===== src/rtl/mem_loader.sv =====
// mem_loader -- host-driven loader for the instruction and data memories.
//
// Takes a 32-bit command/data word stream from a host. A header word selects
// an operation (load IMEM, load DMEM, dump DMEM, run CPU), a 10-bit word base
// address and a 16-bit count. Load operations write the following `count`
// words to consecutive word addresses. Dump reads DMEM back onto the out_*
// stream. Run raises cpu_enable for `count` cycles.
//
// Optional feature: define MEM_LOADER_READBACK_EN to build the DMEM dump path
// (RD_REQ/RD_WAIT/RD_OUT). Without it, op 10 is a no-op and out_valid,
// out_data and ren_ext_2 are tied to 0.
//
// Ports:
//   clk, arst_n                          clock, async active-low reset
//   in_valid/in_ready/in_data[31:0]      host command/data stream (input)
//   out_valid/out_ready/out_data[31:0]   readback stream (output)
//   addr_ext, wen_ext, ren_ext,
//   wdata_ext, rdata_ext                 instruction-memory port
//   addr_ext_2, wen_ext_2, ren_ext_2,
//   wdata_ext_2, rdata_ext_2             data-memory port
//   cpu_enable                           CPU run enable
//   busy                                 high whenever the FSM is not idle
module mem_loader (
  input  logic        clk,
  input  logic        arst_n,
  input  logic        in_valid,
  input  logic [31:0] in_data,
  output logic        in_ready,
  output logic        out_valid,
  output logic [31:0] out_data,
  input  logic        out_ready,
  output logic [31:0] addr_ext,
  output logic        wen_ext,
  output logic        ren_ext,
  output logic [31:0] wdata_ext,
  input  logic [31:0] rdata_ext,
  output logic [31:0] addr_ext_2,
  output logic        wen_ext_2,
  output logic        ren_ext_2,
  output logic [31:0] wdata_ext_2,
  input  logic [31:0] rdata_ext_2,
  output logic        cpu_enable,
  output logic        busy
);

  typedef enum logic [2:0] {
    S_IDLE,
    S_LOAD,
    S_RUN
`ifdef MEM_LOADER_READBACK_EN
    , S_RD_REQ,
    S_RD_WAIT,
    S_RD_OUT
`endif
  } state_t;

  state_t      state_q, state_d;
  logic [9:0]  waddr_q, waddr_d;
  logic [15:0] count_q, count_d;
  logic        tgt_q, tgt_d;        // 1: DMEM port, 0: IMEM port
  logic        in_ready_q, in_ready_d;
  logic        wen_q, wen_d;
  logic        wen2_q, wen2_d;
  logic [31:0] addr_q, addr_d;
  logic [31:0] addr2_q, addr2_d;
  logic [31:0] wdata_q, wdata_d;
  logic [31:0] wdata2_q, wdata2_d;
  logic        cpu_en_q, cpu_en_d;
  logic        accept;
  logic [1:0]  hdr_op;
  logic [9:0]  hdr_base;
  logic [15:0] hdr_count;
  logic        unused_sigs;

`ifdef MEM_LOADER_READBACK_EN
  logic        ren2_q, ren2_d;
  logic        out_valid_q, out_valid_d;
  logic [31:0] out_data_q, out_data_d;
`endif

  assign accept    = in_valid & in_ready_q;
  assign hdr_op    = in_data[31:30];
  assign hdr_base  = in_data[25:16];
  assign hdr_count = in_data[15:0];

  always_comb begin
    state_d  = state_q;
    waddr_d  = waddr_q;
    count_d  = count_q;
    tgt_d    = tgt_q;
    wen_d    = 1'b0;
    wen2_d   = 1'b0;
    addr_d   = addr_q;
    addr2_d  = addr2_q;
    wdata_d  = wdata_q;
    wdata2_d = wdata2_q;
`ifdef MEM_LOADER_READBACK_EN
    out_valid_d = out_valid_q;
    out_data_d  = out_data_q;
`endif
    case (state_q)
      S_IDLE: begin
        if (accept && hdr_count != 16'd0) begin
          waddr_d = hdr_base;
          count_d = hdr_count;
          tgt_d   = hdr_op[0];
          case (hdr_op)
            2'b00, 2'b01: state_d = S_LOAD;
            2'b11:        state_d = S_RUN;
`ifdef MEM_LOADER_READBACK_EN
            default:      state_d = S_RD_REQ;
`else
            default:      state_d = S_IDLE;
`endif
          endcase
        end
      end
      S_LOAD: begin
        // The write goes out on the cycle after the word is accepted.
        if (accept) begin
          if (tgt_q) begin
            wen2_d   = 1'b1;
            addr2_d  = {20'b0, waddr_q, 2'b00};
            wdata2_d = in_data;
          end else begin
            wen_d    = 1'b1;
            addr_d   = {20'b0, waddr_q, 2'b00};
            wdata_d  = in_data;
          end
          waddr_d = waddr_q + 10'd1;
          count_d = count_q - 16'd1;
          if (count_q == 16'd1) state_d = S_IDLE;
        end
      end
      S_RUN: begin
        count_d = count_q - 16'd1;
        if (count_q == 16'd1) state_d = S_IDLE;
      end
`ifdef MEM_LOADER_READBACK_EN
      S_RD_REQ: state_d = S_RD_WAIT;
      S_RD_WAIT: begin
        // Memory returns data one cycle after the read strobe.
        out_data_d  = rdata_ext_2;
        out_valid_d = 1'b1;
        state_d     = S_RD_OUT;
      end
      S_RD_OUT: begin
        if (out_ready) begin
          out_valid_d = 1'b0;
          waddr_d     = waddr_q + 10'd1;
          count_d     = count_q - 16'd1;
          state_d     = (count_q == 16'd1) ? S_IDLE : S_RD_REQ;
        end
      end
`endif
      default: state_d = S_IDLE;
    endcase

    // Registered outputs that follow the state are derived from the next
    // state so they line up with the state register.
    in_ready_d = (state_d == S_IDLE) || (state_d == S_LOAD);
    cpu_en_d   = (state_d == S_RUN);
`ifdef MEM_LOADER_READBACK_EN
    ren2_d = (state_d == S_RD_REQ);
    if (ren2_d) addr2_d = {20'b0, waddr_d, 2'b00};
`endif
  end

  always_ff @(posedge clk or negedge arst_n) begin
    if (!arst_n) begin
      state_q    <= S_IDLE;
      waddr_q    <= '0;
      count_q    <= '0;
      tgt_q      <= 1'b0;
      in_ready_q <= 1'b0;
      wen_q      <= 1'b0;
      wen2_q     <= 1'b0;
      addr_q     <= '0;
      addr2_q    <= '0;
      wdata_q    <= '0;
      wdata2_q   <= '0;
      cpu_en_q   <= 1'b0;
    end else begin
      state_q    <= state_d;
      waddr_q    <= waddr_d;
      count_q    <= count_d;
      tgt_q      <= tgt_d;
      in_ready_q <= in_ready_d;
      wen_q      <= wen_d;
      wen2_q     <= wen2_d;
      addr_q     <= addr_d;
      addr2_q    <= addr2_d;
      wdata_q    <= wdata_d;
      wdata2_q   <= wdata2_d;
      cpu_en_q   <= cpu_en_d;
    end
  end

`ifdef MEM_LOADER_READBACK_EN
  always_ff @(posedge clk or negedge arst_n) begin
    if (!arst_n) begin
      ren2_q      <= 1'b0;
      out_valid_q <= 1'b0;
      out_data_q  <= '0;
    end else begin
      ren2_q      <= ren2_d;
      out_valid_q <= out_valid_d;
      out_data_q  <= out_data_d;
    end
  end

  assign ren_ext_2   = ren2_q;
  assign out_valid   = out_valid_q;
  assign out_data    = out_data_q;
  assign unused_sigs = ^{rdata_ext, in_data[29:26]};
`else
  assign ren_ext_2   = 1'b0;
  assign out_valid   = 1'b0;
  assign out_data    = '0;
  assign unused_sigs = ^{rdata_ext, in_data[29:26], rdata_ext_2, out_ready};
`endif

  // The IMEM port is write-only from the loader's side.
  assign ren_ext     = 1'b0;
  assign in_ready    = in_ready_q;
  assign addr_ext    = addr_q;
  assign wen_ext     = wen_q;
  assign wdata_ext   = wdata_q;
  assign addr_ext_2  = addr2_q;
  assign wen_ext_2   = wen2_q;
  assign wdata_ext_2 = wdata2_q;
  assign cpu_enable  = cpu_en_q;
  assign busy        = (state_q != S_IDLE);

endmodule


===== config.mk =====
export PLATFORM = sky130hd
export DESIGN_NAME = mem_loader
export DESIGN_NICKNAME = d
export VERILOG_FILES = /design/src/rtl/mem_loader.sv
export SDC_FILE = /design/constraint.sdc
export NUM_CORES = 1
export LEC_CHECK = 0
export CORE_UTILIZATION = 38
export DETAILED_ROUTE_END_ITERATION = 10
export GPL_TIMING_DRIVEN = 0
export PLACE_DENSITY = 0.81
export SYNTH_ARGS = -nofsm -noshare
export SYNTH_HDL_FRONTEND = slang
export SYNTH_SLANG_ARGS = --single-unit

===== constraint.sdc =====
create_clock -name clk -period 1.9 [get_ports clk]
set_clock_uncertainty 0.1 [all_clocks]
set_input_delay 0.19 -clock clk [delete_from_list [all_inputs] [get_ports clk]]
set_output_delay 0.19 -clock clk [all_outputs]
set_load 0.005 [all_outputs]

==> results.json, run 1 <==
{
  "synth.avg_cell_area_um2": 11.8,
  "coreArea_mm2": 0.0146,
  "setup_slack_ns": -0.0838,
  "clock_path_buffers": 2,
  "dieWidth_um": 125,
  "maxSlewViolCount": 0,
  "hold_path.class": "in -> reg",
  "place.gp.congestion": 0.839,
  "worstRegToRegCells": 8,
  "fillers": 1099,
  "synth.area.top_cells": "dfrtp_1 (51%), mux2_1 (17%), buf_4 (11%), o21ai_1 (1.8%), a21oi_1 (1.7%)",
  "initial_core_util": 0.392,
  "wl_per_cell_um": 17.7,
  "clock-root-buffer": "clkbuf_16",
  "clock_latency_ns": 0.41,
  "grt_antenna_before_repair": 0,
  "drive_gt1_frac": 0.362,
  "slew-limit-headroom": 0.658,
  "die_h_um": 125,
  "port_buffers": 123,
  "syn2layout_area_growth_pct": 60.1,
  "yosys_warnings": 0,
  "crit_top_cell": "nor2_1",
  "cap_violations": 0,
  "grt_overflow": 0,
  "min_to": "wdata_ext[6]$_DFFE_PN0P_",
  "worstPathCellList": "buf_6 -> buf_4 -> xnor2_2 -> or2_4 -> buf_2 -> nor2_1 -> nor2_1 -> a2bb2oi_1",
  "p_total_mw": 11.1,
  "p_leak_nw": 4.41,
  "r2r_start": "state_q[0]$_DFF_PN0_",
  "worstSetupStartpointType": "flip-flop",
  "p_per_area_mw_per_mm2": 1210,
  "place_area_mm2": 0.00756,
  "maxClockFrequency_ghz": 0.504,
  "synth_edf_count": 0,
  "cts_tree": "built",
  "rsz0062_at_grt": "yes",
  "synth_most_common_cell": "dfrtp_1",
  "io_pins": 268,
  "ys_top_cells_by_count": "dfrtp_1 (118), buf_4 (85), mux2_1 (85)",
  "synthCells": 488,
  "dr.pass1.iters": 8,
  "design_area_mm2": 0.00919,
  "netlist.area_leader.share": 0.514,
  "crit_required_ns": 2.12,
  "min_from": "in_data[6]",
  "drc": 30,
  "min_path_cells": 2,
  "htreeDepth": 4,
  "cts.sinks": 118,
  "finalSetupViolations": 87,
  "seq_area_frac_synth": 0.514,
  "endpoint_kind": "flip-flop",
  "dp_hpwl_um": 9690,
  "crit_arrival_ns": 2.21,
  "async_flop_share": 1.00,
  "worst-path-max-fanout": 10,
  "track_usage": 0.189,
  "synth_cell_types": 59,
  "r2r_slack_ns": -0.08,
  "placedCellCount": 875,
  "vdd_drop_max_mv": 0.933,
  "hold_viol": 0,
  "status": "finished, violations left",
  "fin_tns_setup_ns": -3.05,
  "finish.utilization": 0.627,
  "viasPerCell": 4.99,
  "timing.rr.end": "count_q[5]$_DFFE_PN0P_",
  "fin_cells": 953,
  "wl_um": 16900,
  "netlist_area_mm2": 0.00574,
  "grt_pass1_wl_um": 22900,
  "ys_ff_latch": 118,
  "holdWs_ns": 0.0848,
  "regArea_mm2": 0.00296,
  "post-route-min-period_ns": 1.98,
  "tightest_slew_ns": 0.512,
  "rows": 44,
  "multiInputGateArea_mm2": 0.00280,
  "diodes": 0,
  "postRouteAntennaNets": 0,
  "vias": 4760,
  "grt_pass1_vias": 4383,
  "violations": "design-rule violations, negative setup slack",
  "dieArea_mm2": 0.0156,
  "first_iter_violations": 311,
  "slowest_stage": "dfrtp_1",
  "grt_max_degree": 89,
  "critPathMaxStageDelay_ns": 0.38,
  "synthFlopType": "dfrtp_1",
  "post-place-ws_ns": -0.903,
  "fin_crit_sh": 1.04,
  "clk_pin_slew_ns": 0.06,
  "finalNetCount": 859,
  "yosys.area.top_type": "dfrtp_1",
  "cts_buffers": 17,
  "path_class": "reg -> reg"
}
[area by class of cell]
cell class | instances | area share
Buffer | 98 | 0.0879
Clock buffer | 21 | 0.0523
Clock inverter | 11 | 0.0133
Inverter | 4 | 0.00163
Multi-Input combinational cell | 346 | 0.305
Sequential cell | 118 | 0.322
Tap cell | 184 | 0.0251
Timing Repair Buffer | 171 | 0.193
[state kept, by name, indices dropped and copies added, names as in the netlist]
register / count
wen_ext_2: 1
wen_ext: 1
state_q: 3
wdata_ext_2: 32
addr_ext: 10
in_ready: 1
addr_ext_2: 10
tgt_q: 1
count_q: 16
wdata_ext: 32
cpu_enable: 1
waddr_q: 10
[layout by cell type (no fill, tap or decap), types with 11 or more instances in the layout]
master,netlist,layout
nor2_1,22,21
clkdlybuf4s50_1,0,111
buf_4,85,115
buf_6,0,11
o21ai_1,21,21
clkbuf_16,0,21
mux2_1,85,23
mux2_4,0,62
conb_1,1,80
nand2_1,18,15
dfrtp_1,118,114
a21oi_1,20,19
[worst max-delay path by stage]
stage                                 from                          end  slack, ns  cells after the start
CTS                 count_q[8]$_DFFE_PN0P_      count_q[14]$_DFFE_PN0P_      -0.14                      5
global route          state_q[0]$_DFF_PN0_       count_q[7]$_DFFE_PN0P_      -0.19                      8
detailed placement             in_data[12]      count_q[14]$_DFFE_PN0P_      -0.90                      7
global placement                    arst_n  wdata_ext_2[10]$_DFFE_PN0P_      -4.10                      1
finish                state_q[0]$_DFF_PN0_       count_q[5]$_DFFE_PN0P_      -0.08                      8
floorplan           count_q[8]$_DFFE_PN0P_      count_q[14]$_DFFE_PN0P_      -0.08                      5
[cell families (layout without fill, tap and decap cells)]
group,count (synthesis),count (layout),synth area share
other,1,80,0.000653
AO/OA/AOI/OAI,83,83,0.0905
XOR/XNOR,1,1,0.00153
multiplexers,88,88,0.172
AND/OR/NAND/NOR,90,91,0.0890
flip-flops,118,118,0.514
buffers and inverters,104,305,0.125
adder cells (fa/ha/maj),3,3,0.00654
[worst max-delay path, delay by kind of cell, from the launching register on]
kind | cells | cell delay (ns)
flops | 1 | 0.38
compound gates | 1 | 0.21
xor+xnor | 1 | 0.23
buf+inv | 3 | 0.50
simple gates | 3 | 0.48
[where the power goes]
part | internal [mW] | switching (mW) | total, mW | leakage (nW)
Clock | 2.07 | 1.19 | 3.26 | 0.287
Combinational | 2.54 | 1.22 | 3.76 | 2.64
Sequential | 3.40 | 0.662 | 4.06 | 1.48
Total | 8.00 | 3.07 | 11.1 | 4.41
[metal layers]
| layer | global-route usage | wire, um | vias to the layer above |
|---|---|---|---|
| met5 | 0 | 0 | - |
| met3 | 0.0619 | 1450 | 40 |
| met4 | 0.0760 | 359 | 0 |
| li1 | - | - | 2129 |
| met1 | 0.225 | 6620 | 2311 |
| met2 | 0.317 | 8460 | 280 |
[repair_timing]
item,in CTS,in global routing
gates resized for setup,42,117
buffers inserted,24,15
hold buffers,1,0
cloned,2,6
setup endpoints to repair,113,102
hold endpoints to repair,118,0
pin swaps,10,9
Power figures use the tool's default switching activity.
==> inputs of run 2 (changes only) <==
--- a/config.mk
+++ b/config.mk
@@ -5,6 +5,7 @@
 export SDC_FILE = /design/constraint.sdc
 export NUM_CORES = 1
 export LEC_CHECK = 0
+export CORE_MARGIN = 2
 export CORE_UTILIZATION = 38
 export DETAILED_ROUTE_END_ITERATION = 10
 export GPL_TIMING_DRIVEN = 0
==> run 2 against run 1 <==
  * First-iteration DRC count shrank 2.6%
  * Clock power grew 2%
  * Sequential share of layout area grew 1.2 points
  * Highest routed layer unchanged
  * Power shrank 3.3%
  * Die area grew 3.2%
  * Core utilization shrank 2.2 points
  * Maximum frequency shrank 0.61%
  * Setup slack lost 0.012 ns
  * Via count shrank 2.7%
  * Sequential power shrank 1%
  * The flow finishes with violations (negative setup slack)
  * Routed wire length shrank 9.7%
==> results.json, run 2 (synthesized netlist as in run 1, its figures left out) <==
{
  "io_pins": 268,
  "clock-root-buffer": "clkbuf_16",
  "drc": 0,
  "design_area_mm2": 0.00886,
  "endpoint_kind": "flip-flop",
  "min_from": "in_data[4]",
  "wl_met1_um": 6170,
  "cts_tree": "built",
  "cap_violations": 0,
  "wl_per_cell_um": 16.2,
  "hold_viol": 0,
  "dr.pass1.iters": 6,
  "final_cell_mix": "dfrtp_1 (113), clkdlybuf4s50_1 (110), buf_4 (109), conb_1 (80), mux2_1 (61)",
  "syn2layout_area_growth_pct": 54.4,
  "crit_arrival_ns": 2.24,
  "cts.sinks": 118,
  "clk_pin_slew_ns": 0.06,
  "finalSetupViolations": 32,
  "tightest_slew_ns": 0.517,
  "crit_required_ns": 2.14,
  "worstSetupStartpointType": "flip-flop",
  "violations": "negative setup slack",
  "htreeDepth": 4,
  "dp_hpwl_um": 9780,
  "track_usage": 0.179,
  "diodes": 0,
  "route.top_layer_used": "met4",
  "initial_core_util": 0.392,
  "grt_antenna_before_repair": 0,
  "slew-limit-headroom": 0.655,
  "critPathLaunch": "count_q[8]$_DFFE_PN0P_",
  "hold_path.class": "in -> reg",
  "post-place-ws_ns": -0.954,
  "path_class": "reg -> reg",
  "worstRegToRegCells": 5,
  "viasPerCell": 4.92,
  "setup_slack_ns": -0.0959,
  "grt_overflow": 0,
  "status": "finished, violations left",
  "post-route-min-period_ns": 2.00,
  "p_leak_nw": 4.17,
  "p_per_area_mw_per_mm2": 1210,
  "die_h_um": 127,
  "dieWidth_um": 127,
  "dr_wl_met2_um": 7550,
  "first_iter_violations": 303,
  "grt_pass1_vias": 4287,
  "worst-path-max-fanout": 2,
  "rsz0062_at_grt": "yes",
  "fin_crit_sh": 1.05,
  "clock_path_buffers": 2,
  "finalNetCount": 848,
  "wl_um": 15200,
  "maxSlewViolCount": 0,
  "wl_met3_um": 1320,
  "layout_commonest_cell": "dfrtp_1",
  "postRouteAntennaNets": 0,
  "grt_max_degree": 83,
  "r2r_start": "count_q[8]$_DFFE_PN0P_",
  "maxClockFrequency_ghz": 0.501,
  "vdd_drop_max_mv": 0.827,
  "clock_latency_ns": 0.41,
  "dieArea_mm2": 0.0161,
  "place_area_mm2": 0.00756,
  "holdWs_ns": 0.0781,
  "port_buffers": 123,
  "grt_pass1_wl_um": 22800,
  "vias": 4630,
  "drive_gt1_frac": 0.308,
  "place.gp.congestion": 0.873,
  "cts_buffers": 17,
  "rows": 44,
  "min_path_cells": 2,
  "coreArea_mm2": 0.0146
}
[run 2: cell count changes in the layout (fill, tap and decap cells not counted), moves of 3 or more]
cell / delta
clkbuf_4: +3
mux2_1: +38
dlymetal6s2s_1: -5
buf_8: -4
mux2_4: -38
buf_6: +3
buf_4: -6
dlygate4sd2_1: +6
[run 2: per-stage QoR]
stage                     power [mW]  setup TNS [ns]  utilization  instances
after floorplan                 5.04         -0.0824            -        567
after detailed placement        7.00          -43.26        0.516        875
final                           10.7           -1.27        0.605        941
after global routing            11.3           -3.18        0.605        941
after global placement          6.90         -530.30        0.514        874
after CTS                       10.4           -3.35        0.573        921
[run 2: power by group]
group | leakage, nW | internal [mW] | switching [mW]
Sequential | 1.48 | 3.40 | 0.609
Clock | 0.286 | 2.16 | 1.15
Combinational | 2.41 | 2.24 | 1.15
Total | 4.17 | 7.80 | 2.91
[run 2: per-layer routing]
metal / vias up / track usage
met5: - / 0
met1: 2267 / 0.223
met4: 0 / 0.0569
li1: 2104 / -
met3: 22 / 0.0679
met2: 237 / 0.290
[run 2: cell type report]
class | count | area, um^2
Timing Repair Buffer | 163 | 1630
Buffer | 96 | 766
Inverter | 4 | 15.0
Sequential cell | 118 | 2960
Multi-Input combinational cell | 345 | 2650
Tap cell | 184 | 230
Clock inverter | 11 | 150
Fill cell | 1138 | 5780
Clock buffer | 20 | 467
[run 2: what timing repair did]
action / in CTS / in global routing
pin swaps: 9 / 11
setup buffers: 16 / 19
resized for setup: 34 / 88
cloned: 0 / 3
setup endpoints to repair: 109 / 112
endpoints found under the hold margin: 55 / 0
hold buffers: 1 / 0
[run 2: final timing paths]
kind	endpoint	slack, ns
worst max-delay path	count_q[14]$_DFFE_PN0P_	-0.1
worst min-delay path	wdata_ext_2[4]$_DFFE_PN0P_	0.08
worst max register to register	count_q[14]$_DFFE_PN0P_	-0.1
worst min register to register	wdata_ext[15]$_DFFE_PN0P_	0.38
max in group asynchronous	state_q[2]$_DFF_PN0_	0.83
min in group asynchronous	addr_ext[2]$_DFFE_PN0P_	0.15
[run 2: critical path, cell delays in order (launching register included)]
cell,delay (ns)
dfrtp_1,0.39
or4_4,0.57
nor3_4,0.17
or3b_4,0.43
a21oi_4,0.13
a2bb2oi_2,0.14
